`src/rtl/hazard_scoreboard_pkg.sv`:
```
// Shared decode/hazard constants: Tuse/Tnew encodings and forward-select codes.
package hazard_scoreboard_pkg;

    localparam int TW_DEF = 2;
    localparam int SW_DEF = 2;

    localparam logic [TW_DEF-1:0] TNEW_ALU  = 2'd1;
    localparam logic [TW_DEF-1:0] TNEW_DM   = 2'd2;
    localparam logic [TW_DEF-1:0] TNEW_PC   = 2'd0;
    localparam logic [TW_DEF-1:0] TUSE_NONE = 2'd3;

    localparam logic [SW_DEF-1:0] FWD_RF = 2'd0;

endpackage

```
`src/rtl/hazard_scoreboard_match.sv`:
```
// Per-source priority search: youngest (lowest-index) writer slot whose
// destination equals the source address.
module hazard_scoreboard_match #(
    parameter int DEPTH    = 3,
    parameter int AW       = 5,
    parameter int TW       = 2,
    parameter int ZERO_REG = 1,
    parameter int SW       = $clog2(DEPTH + 1)
) (
    input  logic                        en,
    input  logic [AW-1:0]               addr,
    input  logic [DEPTH-1:0]            slot_valid,
    input  logic [DEPTH-1:0][AW-1:0]    slot_wa,
    input  logic [DEPTH-1:0][TW-1:0]    slot_tnew,
    output logic                        hit,
    output logic [SW-1:0]               idx,
    output logic [TW-1:0]               tnew
);

    logic [DEPTH-1:0] match_s;

    // Per-slot writer/address match; wa==0 is never a writer when ZERO_REG is set.
    always_comb begin
        match_s = '0;
        for (int i = 0; i < DEPTH; i++) begin
            match_s[i] = en && slot_valid[i] && (slot_wa[i] == addr) &&
                         ((ZERO_REG == 0) || (slot_wa[i] != '0));
        end
    end

    // Scan oldest to youngest so the youngest match overwrites and wins.
    always_comb begin
        hit  = 1'b0;
        idx  = '0;
        tnew = '0;
        for (int i = DEPTH - 1; i >= 0; i--) begin
            hit  = match_s[i] ? 1'b1         : hit;
            idx  = match_s[i] ? SW'(i)       : idx;
            tnew = match_s[i] ? slot_tnew[i] : tnew;
        end
    end

endmodule

```
`src/rtl/hazard_scoreboard.sv`:
```
// Decode-side hazard unit: shift scoreboard of in-flight writers, decode stall
// and D-stage forward selects.
module hazard_scoreboard
    import hazard_scoreboard_pkg::*;
#(
    parameter int DEPTH    = 3,
    parameter int AW       = 5,
    parameter int TW       = 2,
    parameter int ZERO_REG = 1,
    parameter int SW       = $clog2(DEPTH + 1)
) (
    input  logic             clk,
    input  logic             reset,
    input  logic             d_valid,
    input  logic [AW-1:0]    d_ra1,
    input  logic [AW-1:0]    d_ra2,
    input  logic [TW-1:0]    d_tuse_rs,
    input  logic             d_tuse_rs_en,
    input  logic [TW-1:0]    d_tuse_rt,
    input  logic             d_tuse_rt_en,
    input  logic [AW-1:0]    d_wa,
    input  logic [TW-1:0]    d_tnew,
    input  logic             d_md,
    input  logic             md_busy,
    input  logic             hold,
    input  logic             flush,
    output logic             stall,
    output logic [SW-1:0]    fwd_rs,
    output logic [SW-1:0]    fwd_rt,
    output logic [DEPTH-1:0] sb_valid
);

    logic [DEPTH-1:0]         valid_q, valid_d;
    logic [DEPTH-1:0][AW-1:0] wa_q, wa_d;
    logic [DEPTH-1:0][TW-1:0] tnew_q, tnew_d;

    logic          rs_hit_s, rt_hit_s;
    logic [SW-1:0] rs_idx_s, rt_idx_s;
    logic [TW-1:0] rs_tnew_s, rt_tnew_s;
    logic          stall_s;
    logic [SW-1:0] fwd_rs_s, fwd_rt_s;

    function automatic logic [TW-1:0] sat_dec(input logic [TW-1:0] t);
        return (t == '0) ? t : (t - TW'(1));
    endfunction

    hazard_scoreboard_match #(
        .DEPTH(DEPTH), .AW(AW), .TW(TW), .ZERO_REG(ZERO_REG), .SW(SW)
    ) u_match_rs (
        .en        (d_valid && d_tuse_rs_en),
        .addr      (d_ra1),
        .slot_valid(valid_q),
        .slot_wa   (wa_q),
        .slot_tnew (tnew_q),
        .hit       (rs_hit_s),
        .idx       (rs_idx_s),
        .tnew      (rs_tnew_s)
    );

    hazard_scoreboard_match #(
        .DEPTH(DEPTH), .AW(AW), .TW(TW), .ZERO_REG(ZERO_REG), .SW(SW)
    ) u_match_rt (
        .en        (d_valid && d_tuse_rt_en),
        .addr      (d_ra2),
        .slot_valid(valid_q),
        .slot_wa   (wa_q),
        .slot_tnew (tnew_q),
        .hit       (rt_hit_s),
        .idx       (rt_idx_s),
        .tnew      (rt_tnew_s)
    );

    // Stall and forward selects; a pending result that is not yet ready but
    // will be by its use stage neither stalls nor forwards here.
    always_comb begin
        stall_s = d_valid && ((rs_hit_s && (rs_tnew_s > d_tuse_rs)) ||
                              (rt_hit_s && (rt_tnew_s > d_tuse_rt)) ||
                              (d_md && md_busy));
        if (rs_hit_s && (rs_tnew_s == '0)) begin
            fwd_rs_s = rs_idx_s + SW'(1);
        end else begin
            fwd_rs_s = SW'(FWD_RF);
        end
        if (rt_hit_s && (rt_tnew_s == '0)) begin
            fwd_rt_s = rt_idx_s + SW'(1);
        end else begin
            fwd_rt_s = SW'(FWD_RF);
        end
    end

    // Next scoreboard state: flush beats hold beats shift.
    always_comb begin
        valid_d = valid_q;
        wa_d    = wa_q;
        tnew_d  = tnew_q;
        if (flush) begin
            valid_d = '0;
        end else if (!hold) begin
            for (int i = DEPTH - 1; i > 0; i--) begin
                valid_d[i] = valid_q[i-1];
                wa_d[i]    = wa_q[i-1];
                tnew_d[i]  = sat_dec(tnew_q[i-1]);
            end
            if (stall_s || !d_valid) begin
                valid_d[0] = 1'b0;
            end else begin
                valid_d[0] = 1'b1;
                wa_d[0]    = d_wa;
                tnew_d[0]  = d_tnew;
            end
        end else begin
            valid_d = valid_q;
        end
    end

    // Scoreboard registers.
    always_ff @(posedge clk or posedge reset) begin
        if (reset) begin
            valid_q <= '0;
            wa_q    <= '0;
            tnew_q  <= '0;
        end else begin
            valid_q <= valid_d;
            wa_q    <= wa_d;
            tnew_q  <= tnew_d;
        end
    end

    assign stall    = stall_s;
    assign fwd_rs   = fwd_rs_s;
    assign fwd_rt   = fwd_rt_s;
    assign sb_valid = valid_q;

endmodule

```
`config.mk`:
```
export PLATFORM = sky130hd
export DESIGN_NAME = hazard_scoreboard
export DESIGN_NICKNAME = d
export VERILOG_FILES = /design/src/rtl/hazard_scoreboard_pkg.sv /design/src/rtl/hazard_scoreboard_match.sv /design/src/rtl/hazard_scoreboard.sv
export SDC_FILE = /design/constraint.sdc
export NUM_CORES = 1
export LEC_CHECK = 0
export CORE_MARGIN = 4
export CORE_UTILIZATION = 37
export DETAILED_ROUTE_END_ITERATION = 10
export SLEW_MARGIN = 0
export SYNTH_ARGS = -nofsm -noshare
export SYNTH_HDL_FRONTEND = slang
export SYNTH_SLANG_ARGS = --single-unit
export TNS_END_PERCENT = 10
```
`constraint.sdc`:
```
create_clock -name clk -period 2.85 [get_ports clk]
set_input_delay 0.4275 -clock clk [delete_from_list [all_inputs] [get_ports clk]]
set_output_delay 0.4275 -clock clk [all_outputs]
set_load 0.01 [all_outputs]
```
After elaboration in Yosys (flattened, before gate mapping)
Cells that the tools add are included.

Flip-flop bits (word level): 24. Input port bits: 30. Output and inout port bits: 8. Logic and storage cells: 87.

Add/sub/neg operators: 4. Order comparisons: 2. Equal/unequal tests: 7. Muxes and demuxes: 25. Bitwise gates (word level): 3. Reductions and logical operators: 39.

Operators by type and width (count): 2-to-1 mux 2 bit (16); == test 5 bit (6); logical AND 1 bit (26); nonzero test 5 bit (3); logical NOT 2 bit (4); 2-to-1 mux 1 bit (7); 2-to-1 mux 3 bit (2); adder 2 x 1 -> 2 bit (second input constant) (2); > comparator 2 bit (2); subtractor 2 x 1 -> 2 bit (second input constant) (2); logical OR 1 bit (3); NOT 1 bit (3); AND reduction 3 bit (1); != test 2 x 1 -> 1 bit (second input constant) (1); AND reduction 2 bit (1); logical NOT 1 bit (1).

Longest topological paths before layout
Gate-level depths: netlist (run 1).

Word-level depth: 16. Depth in mapped cells: 13. Depth with buffers taken out: 13.

Cells and area by module
A second synthesis (run 1) with hierarchy kept.

Cells, all modules: 184. Area total of the unflattened synthesis: 1742.9 µm².

Modules (own cells, without submodules): hazard_scoreboard (instances 1, cells an instance 94, area an instance 1152.4 µm², seq. area each 600.6 µm²); hazard_scoreboard_match (instances 2, cells an instance 45, area an instance 295.3 µm², seq. area each 0.0 µm²).

Least setup slack after synthesis (run 1)
Ideal clock, no wire load.

Path kind: register to output. From: reg wa_q[9] (netlist bit). To: out stall. Arrival time: 2769 ps. Required time: 2423 ps. Setup slack: -346 ps. Stages on the path, launching flop included: 13. Path buffers: 0. Cell sequence: dfrtp_1 > xnor2_1 > nand4_1 > nor4_1 > nor2_1 > a221oi_1 > a21oi_1 > ha_1 > nor2b_1 > o21ai_0 > a31oi_1 > nor2_1 > a21boi_0.

Word-level cells in the longest chain between the ends: 10. Elaborated cells between the ends (all ways): 22. Those cells by class: order compare: 2; eq/ne: 2; mux: 8; reduce/logical: 10.

RTL lines: start, declared (RTL line hazard_scoreboard.sv:34) `logic [DEPTH-1:0][AW-1:0] wa_q, wa_d;`; start signal, assigned (RTL line hazard_scoreboard.sv:124) `wa_q <= wa_d;`; == test 5 bit (RTL line hazard_scoreboard_match.sv:26) `match_s[i] = en && slot_valid[i] && (slot_wa[i] == addr) &&`; logical AND 1 bit (2 in a row) (RTL line hazard_scoreboard_match.sv:26); 2-to-1 mux 2 bit (2 in a row) (RTL line hazard_scoreboard_match.sv:39) `tnew = match_s[i] ? slot_tnew[i] : tnew;`; > comparator 2 bit, on equally long branches (RTL line hazard_scoreboard.sv:76, hazard_scoreboard.sv:77); logical AND 1 bit, on equally long branches (RTL line hazard_scoreboard.sv:76, hazard_scoreboard.sv:77); logical OR 1 bit (*) (RTL line hazard_scoreboard.sv:76) `stall_s = d_valid && ((rs_hit_s && (rs_tnew_s > d_tuse_rs)) ||`; logical OR 1 bit (*) (RTL line hazard_scoreboard.sv:77) `(rt_hit_s && (rt_tnew_s > d_tuse_rt)) ||`; logical AND 1 bit (*) (RTL line hazard_scoreboard.sv:76); end, declared (RTL line hazard_scoreboard.sv:27) `output logic stall,`.

Mark *: on every way between the ends. The rest lies on a longest branch, timed or not.

Worst setup path after layout (run 1)
From: reg wa_q[3] (netlist bit). To: reg wa_q[0] (netlist bit).

Word-level cells in the longest chain between the ends: 12. Elaborated cells between the ends (all ways): 21. Those cells by class: order compare: 2; eq/ne: 2; mux: 4; bitwise: 1; reduce/logical: 12.

RTL lines: == test 5 bit (RTL line hazard_scoreboard_match.sv:26); logical AND 1 bit (2 in a row) (RTL line hazard_scoreboard_match.sv:26); 2-to-1 mux 2 bit (RTL line hazard_scoreboard_match.sv:39); > comparator 2 bit, on equally long branches (RTL line hazard_scoreboard.sv:76, hazard_scoreboard.sv:77); logical AND 1 bit, on equally long branches (RTL line hazard_scoreboard.sv:76, hazard_scoreboard.sv:77); logical OR 1 bit (*) (RTL line hazard_scoreboard.sv:76); logical OR 1 bit (*) (RTL line hazard_scoreboard.sv:77); logical AND 1 bit (*) (RTL line hazard_scoreboard.sv:76); logical OR 1 bit (*) (RTL line hazard_scoreboard.sv:104) `if (stall_s || !d_valid) begin`; NOT 1 bit (no line) (*); AND reduction 3 bit (no line) (*).

Marks and branches as above. A chain may end at the register's enable or synchronous reset.

==> results of run 1 <==
==> stage by stage <==
step,hold slack (ns),total power [mW],std cells
after global placement,0.517,0.999,297
after detailed placement,0.514,1.02,297
final,0.542,1.36,307
after floorplan,0.442,0.762,163
after CTS,0.533,1.34,303
after global routing,0.582,1.44,307
==> critical path: stages, from the launching register on <==
cell and delay [ns]:
dfrtp_1 0.39, or4_4 0.55, o21ai_4 0.20, buf_6 0.12
nor4_2 0.03, buf_4 0.15, and2_4 0.16, a31oi_4 0.17
ha_4 0.23, a21oi_2 0.15, a21oi_2 0.04, o31a_1 0.12
buf_4 0.14, buf_6 0.11, nor3_4 0.23, buf_12 0.16
mux2_2 0.33
==> cell families after synthesis <==
family | share of synthesized area
XOR/XNOR | 0.164
multiplexers | 0.132
AO/OA/AOI/OAI | 0.0945
buffers and inverters | 0.0258
adder cells (fa/ha/maj) | 0.0313
flip-flops | 0.375
AND/OR/NAND/NOR | 0.177
==> final cells by class <==
type	instances	area, um2	area share
multi-input cells	128	1220	0.436
repair buffers	93	805	0.288
flip-flops and latches	24	601	0.215
well taps	50	62.6	0.0224
clock buffers	3	41.3	0.0148
inverters	8	33.8	0.0121
clock inverters	1	30.0	0.0108
==> Yosys cell counts <==
master and instances:
nand2_1 10, dfrtp_1 24, nor3_1 2, nor2_1 7
xor2_1 6, nand4_1 6, o21ai_0 7, a31o_2 1
nor4_1 7, o41ai_1 1, mux2i_1 2, nor3_4 1
nand3_1 5, a221o_1 1, a21boi_0 1, or4_2 2
a221oi_1 1, a31oi_1 3, o21ai_1 2, o31a_1 1
mux2_2 17, nor2b_1 2, or4_1 5, and2_1 1
ha_1 4, a21oi_1 7, inv_1 8, nand3b_1 1
nand2b_1 1, clkbuf_1 3, xnor2_1 24
==> sequential cells by signal, indices dropped and copies added, names as in the netlist <==
signal    cells
wa_q         15
tnew_q        6
sb_valid      3
==> how the worst max path moves through the flow <==
stage / start / to / slack [ns] / cells past startpoint
floorplan: wa_q[14] / stall / -0.15 / 12
global placement: d_ra2[4] / stall / -1.17 / 14
detailed placement: d_ra2[4] / stall / -1.26 / 14
CTS: wa_q[7] / stall / -0.62 / 13
global route: wa_q[2] / wa_q[3] / -0.68 / 16
finish: wa_q[3] / wa_q[0] / -0.54 / 16
==> power groups by stage <==
stage	clock network (mW)	logic, mW	registers, mW
floorplan	0	0.243	0.519
global placement	0	0.499	0.500
detailed placement	0	0.515	0.504
CTS	0.308	0.526	0.502
global route	0.320	0.594	0.521
finish	0.301	0.553	0.510
==> timing repair <==
item | 4_1_cts | 5_1_grt
pin swaps | 7 | 23
endpoints found under the setup margin | 13 | 13
gates resized for setup | 36 | 44
buffers inserted | 2 | 5
==> metal layers <==
layer	GRT usage	vias up	routed length, um
met5	0	-	0
met4	0.0744	0	101
met3	0.0192	9	196
met2	0.349	39	2640
met1	0.232	778	2170
li1	-	789	-
==> flow_metrics.env, run 1 <==
export IMPL_clock_sinks=24
export IMPL_swShare=0.319
export IMPL_post_route_drc_count=0
export IMPL_gr_total_overflow=0
export IMPL_holdCritStartpoint="tnew_q[1]"
export IMPL_finalMaxSlewViolations=0
export IMPL_p_comb_frac=0.405
export IMPL_die_h_um=73.8
export IMPL_dp_hpwl_um=3980
export IMPL_synth_area_um2=1600
export IMPL_rsz0062_at_grt="true"
export IMPL_wirelength_um=5100
export IMPL_fin_crit_ns=3.39
export IMPL_setup_viol=12
export IMPL_ys_ff_latch=24
export IMPL_peakVddDrop_mv=0.392
export IMPL_p_switching_uw=436
export IMPL_place_ws_ns=-1.26
export IMPL_hp_class="reg -> reg"
export IMPL_die_w_um=73.8
export IMPL_final_common_cell="buf_4"
export IMPL_syn_nets=197
export IMPL_place_area_um2=2430
export IMPL_antenna_found_initial=0
export IMPL_synth_cells=163
export IMPL_worst_slew_pin_slew_ns=0.938
export IMPL_drt_iter0_drc=81
export IMPL_antenna_cells=0
export IMPL_final_nets=292
export IMPL_synth_top_area_cell="dfrtp_1"
export IMPL_firstDrtPassIters=4
export IMPL_max_clock_freq_mhz=295
export IMPL_clk_path_buf_depth=2
export IMPL_via_per_inst=5.26
export IMPL_initial_core_util=0.392
export IMPL_finalHoldViolCount=0
export IMPL_yosysUniqueCellTypes=31
export IMPL_crit_arrival_ns=3.56
export IMPL_io_buffers=37
export IMPL_p_int_uw=929
export IMPL_io_pins=38
export IMPL_vias=1615
export IMPL_worstPathRequired_ns=3.01
export IMPL_fin_util=0.683
export IMPL_power_density_nw_per_um2=489
export IMPL_r2r_end="wa_q[0]"
export IMPL_regToRegSetupSlack_ns=-0.54
export IMPL_critPathMaxFanout=8
export IMPL_min_to="tnew_q[3]"
export IMPL_path_clk_slew_ns=0.09
export IMPL_wire_per_inst_um=16.6
export IMPL_fin_ws_ns=-0.544
export IMPL_netlist_top_cells_area="dfrtp_1 38%, xnor2_1 13%, mux2_2 12%, xor2_1 3.3%, ha_1 3.1%"
export IMPL_gp_congestion=0.868
export IMPL_track_usage=0.193
export IMPL_finalCritPeriodShare=1.19
export IMPL_grt_start_max_net_pins=25
export IMPL_grt_pass1_wl_um=8170
export IMPL_outcome="complete, but fails checks"
export IMPL_criticalPathCategory="reg -> reg"
export IMPL_postSynthAreaPerCell_um2=9.83
export IMPL_startpoint_type="register"
export IMPL_skew_ns=0.00440
export IMPL_fillers=338
export IMPL_drv_cap=0
export IMPL_clock_latency_ns=0.27
export IMPL_fin_area_um2=2790
export IMPL_yosysWarnings=0
export IMPL_cts_root_buf="clkbuf_8"
export IMPL_grt_pass1_vias=1751
export IMPL_p_leak_nw=1.21
export IMPL_hold_path_depth=2
export IMPL_reg2regPathDepth=16
export IMPL_pwr_share_seq=0.374
export IMPL_core_um2=4090
export IMPL_cts_made_buffers=3
export IMPL_h_tree_depth=1
export IMPL_yosysSeqAreaShare=0.375
export IMPL_cts_tree="yes"
export IMPL_relSlewSlack=0.374
export IMPL_fin_setup_tns_ns=-4.73
export IMPL_worst_setup_path_end_kind="register"
export IMPL_rows=23
export IMPL_synth_top_cell_area_share=0.375
export IMPL_layout_drive_gt1_share=0.471
export IMPL_r2r_start="wa_q[3]"
export IMPL_p_clk_frac=0.221
export IMPL_die_area_um2=5440
export IMPL_violations="negative setup slack"
export IMPL_area_delta_synth_final_pct=74.2
export IMPL_ctsHoldBuffers=0
export IMPL_postRouteAntennaNets=0
export IMPL_final_cell_mix="50 x buf_4, 24 x dfrtp_1, 23 x xnor2_1, 23 x clkdlybuf4s50_1, 12 x mux2_2"
(Power assumes the default switching activity.)
==> inputs of run 2 (changes only) <==
==> constraint.sdc (replaced) <==
create_clock -name clk -period 2.85 [get_ports clk]
set_input_delay 0.855 -clock clk [delete_from_list [all_inputs] [get_ports clk]]
set_output_delay 0.855 -clock clk [all_outputs]
set_load 0.01 [all_outputs]
==> run 2 against run 1 <==
- the run still ends with negative setup slack left
- count of clock-buffer cells in the layout increased by 1
- fmax decreased by 12%
- register-to-register slack improved by 0.08 ns
- largest cell class unchanged
- highest routed layer unchanged
==> flow_metrics.env, run 2 (synthesized netlist as in run 1, its figures left out) <==
export IMPL_crit_family="simple AND/OR/NAND/NOR gates"
export IMPL_finalCritPeriodShare=1.36
export IMPL_p_leak_nw=1.34
export IMPL_drt_iter0_drc=45
export IMPL_h_tree_depth=1
export IMPL_violations="negative setup slack"
export IMPL_antenna_found_initial=0
export IMPL_relSlewSlack=0.754
export IMPL_core_um2=4090
export IMPL_drv_cap=0
export IMPL_wirelength_um=5030
export IMPL_max_stage_delay_ns=0.51
export IMPL_cts_made_buffers=3
export IMPL_wire_per_inst_um=16.0
export IMPL_layout_drive_gt1_share=0.592
export IMPL_dp_hpwl_um=3940
export IMPL_finalMaxSlewViolations=0
export IMPL_criticalPathCategory="in -> out"
export IMPL_firstDrtPassIters=4
export IMPL_fin_crit_ns=3.88
export IMPL_die_h_um=73.8
export IMPL_fin_setup_tns_ns=-6.34
export IMPL_crit_top_cell="nand2_1"
export IMPL_path_clk_slew_ns=0.08
export IMPL_final_common_cell="buf_4"
export IMPL_rows=23
export IMPL_power_density_nw_per_um2=471
export IMPL_regToRegSetupSlack_ns=-0.46
export IMPL_initial_core_util=0.392
export IMPL_final_nets=300
export IMPL_area_delta_synth_final_pct=86.6
export IMPL_min_to="tnew_q[3]"
export IMPL_worstPathRequired_ns=2.00
export IMPL_cts_tree="yes"
export IMPL_ctsHoldBuffers=0
export IMPL_finalHoldViolCount=0
export IMPL_holdCritStartpoint="tnew_q[1]"
export IMPL_cp_num_buf_inv=2
export IMPL_clock_sinks=24
export IMPL_r2r_end="wa_q[2]"
export IMPL_largest_register="wa_q"
export IMPL_vias=1631
export IMPL_grt_start_max_net_pins=25
export IMPL_place_area_um2=2560
export IMPL_gr_total_overflow=0
export IMPL_via_per_inst=5.18
export IMPL_startpoint_type="input pin"
export IMPL_worst_slew_pin_slew_ns=0.369
export IMPL_worst_setup_path_end_kind="primary output"
export IMPL_largest_register_ffs=15
export IMPL_cts_root_buf="clkbuf_8"
export IMPL_clock_latency_ns=0.27
export IMPL_die_area_um2=5440
export IMPL_grt_pass1_vias=1689
export IMPL_fillers=294
export IMPL_setup_viol=13
export IMPL_skew_ns=0.00253
export IMPL_max_clock_freq_mhz=258
export IMPL_final_cell_mix="58 x buf_4, 24 x dfrtp_1, 19 x clkdlybuf4s50_1"
export IMPL_gp_congestion=0.967
export IMPL_hp_class="reg -> reg"
export IMPL_track_usage=0.187
export IMPL_rsz0062_at_grt="true"
export IMPL_path_cells="dlygate4sd2_1 > nand2_4 > or4_4 > nor2_4 > a221o_1 > nand2_1 > ha_1 > nand2_1 > o21ai_2 > a31oi_2 > nor2_2 > a21boi_2 > buf_2"
export IMPL_io_buffers=37
export IMPL_r2r_start="wa_q[0]"
export IMPL_die_w_um=73.8
export IMPL_clk_path_buf_depth=2
export IMPL_crit_arrival_ns=3.02
export IMPL_antenna_cells=0
export IMPL_outcome="complete, but fails checks"
export IMPL_hold_path_depth=3
export IMPL_fin_area_um2=2990
export IMPL_postRouteAntennaNets=0
export IMPL_post_route_drc_count=0
export IMPL_critPathMaxFanout=4
export IMPL_fin_ws_ns=-1.03
export IMPL_peakVddDrop_mv=0.460
export IMPL_grt_pass1_wl_um=7710
export IMPL_cpMaxStageDelayCell="or4_4"
export IMPL_reg2regPathDepth=15
export IMPL_io_pins=38
==> run 2: cell types whose count changed in the layout (fill, tap and decap cells not counted), moves of 4 or more <==
| cell | delta |
|---|---|
| dlymetal6s2s_1 | -5 |
| xnor2_2 | +15 |
| buf_8 | +5 |
| xnor2_1 | -16 |
| clkdlybuf4s50_1 | -4 |
| buf_4 | +8 |
==> run 2: worst min-delay path, stage by stage (launching register included) <==
cell and delay (ns):
dfrtp_1 0.34, buf_4 0.11, nand3_1 0.06, nand2_1 0.06
==> run 2: power by group <==
group          total, mW  switching, mW  internal [mW]
clock              0.225          0.101          0.123
combinational      0.678          0.285          0.394
sequential         0.503         0.0809          0.423
total               1.41          0.467          0.940
==> run 2: how the worst max path moves through the flow <==
stage,from,endpoint,slack [ns],cells past startpoint
after floorplan,d_ra2[2],stall,-0.79,12
after global placement,d_ra1[4],stall,-1.88,15
after detailed placement,d_ra2[3],stall,-1.94,14
after CTS,d_ra2[2],stall,-1.04,14
after global routing,d_ra2[4],stall,-1.18,15
final,d_tuse_rt_en,stall,-1.03,13
==> run 2: per-stage QoR <==
step	util	hold WS [ns]	instances	power, mW	setup WS [ns]
floorplan	-	0.486	163	0.801	-0.789
global placement	0.626	0.566	302	1.05	-1.88
detailed placement	0.626	0.571	302	1.07	-1.94
CTS	0.693	0.603	311	1.36	-1.04
global route	0.731	0.643	315	1.49	-1.18
finish	0.731	0.611	315	1.41	-1.03
==> run 2: cell type report <==
| class | instances | area [um2] | area share |
|---|---|---|---|
| Multi-Input combinational cell | 128 | 1360 | 0.454 |
| Timing Repair Buffer | 101 | 883 | 0.296 |
| Sequential cell | 24 | 601 | 0.201 |
| Tap cell | 50 | 62.6 | 0.0209 |
| Clock buffer | 4 | 55.1 | 0.0184 |
| Inverter | 8 | 30.0 | 0.0100 |
==> run 2: metal layers <==
layer	up-vias	wire length (um)	global-route usage
met5	-	0	0
met4	0	70	0.0543
met3	7	184	0.0205
met2	36	2560	0.332
met1	782	2220	0.237
li1	806	-	-
==> run 2: what timing repair did <==
action | in CTS | in global routing
buffers inserted | 5 | 4
endpoints found under the setup margin | 13 | 13
endpoints found under the hold margin | 0 | 0
resized for setup | 115 | 32
pin swaps | 35 | 21
==> inputs of run 3 (changes only) <==
--- a/config.mk
+++ b/config.mk
@@ -8,6 +8,7 @@
 export CORE_MARGIN = 4
 export CORE_UTILIZATION = 37
 export DETAILED_ROUTE_END_ITERATION = 10
+export REMOVE_ABC_BUFFERS = 1
 export SLEW_MARGIN = 0
 export SYNTH_ARGS = -nofsm -noshare
 export SYNTH_HDL_FRONTEND = slang
==> run 3 against run 2 <==
- the flow still finishes with violations (negative setup slack)
- power is 5.3% higher
- flip-flop and latch count stayed put
- count of clock-buffer cells in the layout shrank 1
- fmax fell by 1.5%
- global-route usage grew 2.3 points
- wire length grew 12%
- critical path type unchanged
- utilization increased by 0.24 points
- critical path depth is 1 higher
- highest routed layer unchanged
- cell count increased by 3.2%
==> flow_metrics.env, run 3 (synthesized netlist as in run 1, its figures left out) <==
export IMPL_via_per_inst=5.38
export IMPL_place_area_um2=2510
export IMPL_final_nets=310
export IMPL_relSlewSlack=0.751
export IMPL_core_um2=4090
export IMPL_final_cell_mix="67 x buf_4, 24 x dfrtp_1, 19 x clkdlybuf4s50_1"
export IMPL_path_cells="buf_8 > xnor2_2 > nand4_1 > nor4_4 > nor2_4 > a221oi_2 > a21oi_1 > ha_1 > nor2b_4 > o21ai_2 > a31oi_2 > nor2_1 > a21boi_1 > buf_2"
export IMPL_gp_congestion=0.920
export IMPL_worst_hold_slack_ns=0.541
export IMPL_track_usage=0.210
export IMPL_finalMaxSlewViolations=0
export IMPL_startpoint_type="input pin"
export IMPL_drv_cap=0
export IMPL_final_common_cell="buf_4"
export IMPL_p_leak_nw=1.34
export IMPL_setup_viol=13
export IMPL_io_pins=38
export IMPL_fin_crit_ns=3.94
export IMPL_fillers=283
export IMPL_r2r_end="tnew_q[0]"
export IMPL_met1Wirelength_um=2230
export IMPL_dp_hpwl_um=3880
export IMPL_p_total_mw=1.48
export IMPL_postRouteAntennaNets=0
export IMPL_largest_register_ffs=15
export IMPL_fin_cells=325
export IMPL_r2r_start="wa_q[0]"
export IMPL_largest_register="wa_q"
export IMPL_numPlacedInstances=310
export IMPL_cts_tree="yes"
export IMPL_finalCritPeriodShare=1.38
export IMPL_critPathMaxFanout=3
export IMPL_drt_iter0_drc=60
export IMPL_rsz0062_at_grt="true"
export IMPL_wl_met3_um=272
export IMPL_gr_total_overflow=0
export IMPL_power_density_nw_per_um2=494
export IMPL_grt_start_max_net_pins=25
export IMPL_io_buffers=37
export IMPL_outcome="complete, but fails checks"
export IMPL_hp_class="reg -> reg"
export IMPL_clk_path_buf_depth=2
export IMPL_regToRegSetupSlack_ns=-0.50
export IMPL_cts_made_buffers=3
export IMPL_fin_ws_ns=-1.09
export IMPL_antenna_cells=0
export IMPL_grt_pass1_vias=1873
export IMPL_reg2regPathDepth=16
export IMPL_worst_setup_path_end_kind="primary output"
export IMPL_holdCritStartpoint="tnew_q[4]"
export IMPL_grt_pass1_wl_um=8740
export IMPL_peakVddDrop_mv=0.522
export IMPL_firstDrtPassIters=4
export IMPL_finalHoldViolCount=0
export IMPL_fin_util=0.734
export IMPL_cts_root_buf="clkbuf_8"
export IMPL_ctsHoldBuffers=0
export IMPL_skew_ns=0.00287
export IMPL_layout_drive_gt1_share=0.585
export IMPL_clock_sinks=24
export IMPL_post_route_drc_count=0
export IMPL_path_clk_slew_ns=0.09
export IMPL_worst_slew_pin_slew_ns=0.369
export IMPL_crit_arrival_ns=3.08
export IMPL_die_area_um2=5440
export IMPL_violations="negative setup slack"
export IMPL_min_to="tnew_q[4]"
export IMPL_antenna_found_initial=0
export IMPL_wirelength_um=5650
export IMPL_max_clock_freq_mhz=254
export IMPL_hold_path_depth=2
export IMPL_fin_area_um2=3000
export IMPL_top_layer="met4"
export IMPL_die_h_um=73.8
export IMPL_area_delta_synth_final_pct=87.3
export IMPL_criticalPathCategory="in -> out"
export IMPL_wire_per_inst_um=17.4
export IMPL_cpMaxStageDelayCell="nor4_4"
export IMPL_die_w_um=73.8
export IMPL_route_met2_wl_um=3050
export IMPL_clock_latency_ns=0.27
export IMPL_vias=1750
export IMPL_worstPathRequired_ns=2.00
export IMPL_rows=23
export IMPL_initial_core_util=0.392
export IMPL_max_stage_delay_ns=0.35
export IMPL_h_tree_depth=1
run 3: cell count changes in the layout (fill, tap and decap cells not counted), sizes merged:
| cell | change |
|---|---|
| buf | +9 |
| clkdlybuf4s15 | +1 |
| bufinv | +1 |
| clkbuf | -1 |
run 3: repair_timing:
| action | 4_1_cts | 5_1_grt |
|---|---|---|
| setup buffers | 7 | 4 |
| resized for setup | 129 | 20 |
| pin swaps | 41 | 27 |
| setup endpoints to repair | 13 | 13 |
| hold endpoints to repair | 0 | 0 |
run 3: how the worst max path moves through the flow:
stage               startpoint     to  depth (start not counted)
finish                d_ra2[2]  stall                         14
global route          d_ra2[2]  stall                         14
CTS                   d_ra2[2]  stall                         14
detailed placement    d_ra2[3]  stall                         14
global placement      d_ra2[1]  stall                         14
floorplan             d_ra2[1]  stall                         12
run 3: area by class of cell:
class                      count  area, um2  area share
multi-input combinational    128       1300       0.434
timing repair buffer         111        932       0.311
sequential                    24        601       0.200
tap                           50       62.6      0.0209
clock buffer                   3       41.3      0.0138
clock inverter                 1       30.0      0.0100
inverter                       8       30.0      0.0100
run 3: critical path, delay by kind of cell:
| kind | cells | cell delay (ns) |
|---|---|---|
| AND/OR/NAND/NOR | 5 | 0.84 |
| AO/OA/AOI/OAI | 5 | 0.66 |
| adder cells (fa/ha/maj) | 1 | 0.32 |
| buffers and inverters | 2 | 0.25 |
| XOR/XNOR | 1 | 0.14 |
run 3: where the power goes:
part	total (mW)	internal (mW)	switching, mW
logic	0.677	0.393	0.284
clock network	0.302	0.188	0.115
registers	0.501	0.423	0.0784
run 3: per-layer routing:
layer | track usage | up-vias
met5 | 0 | -
met2 | 0.391 | 55
met3 | 0.0287 | 10
met4 | 0.0765 | 0
met1 | 0.240 | 864
li1 | - | 821
run 3: through the flow:
stage | worst slack, ns | setup TNS [ns]
6_report | -1.09 | -6.99
5_1_grt | -1.19 | -8.38
3_3_place_gp | -2.07 | -17.25
2_1_floorplan | -1.19 | -7.28
4_1_cts | -1.14 | -7.19
3_5_place_dp | -2.15 | -17.78
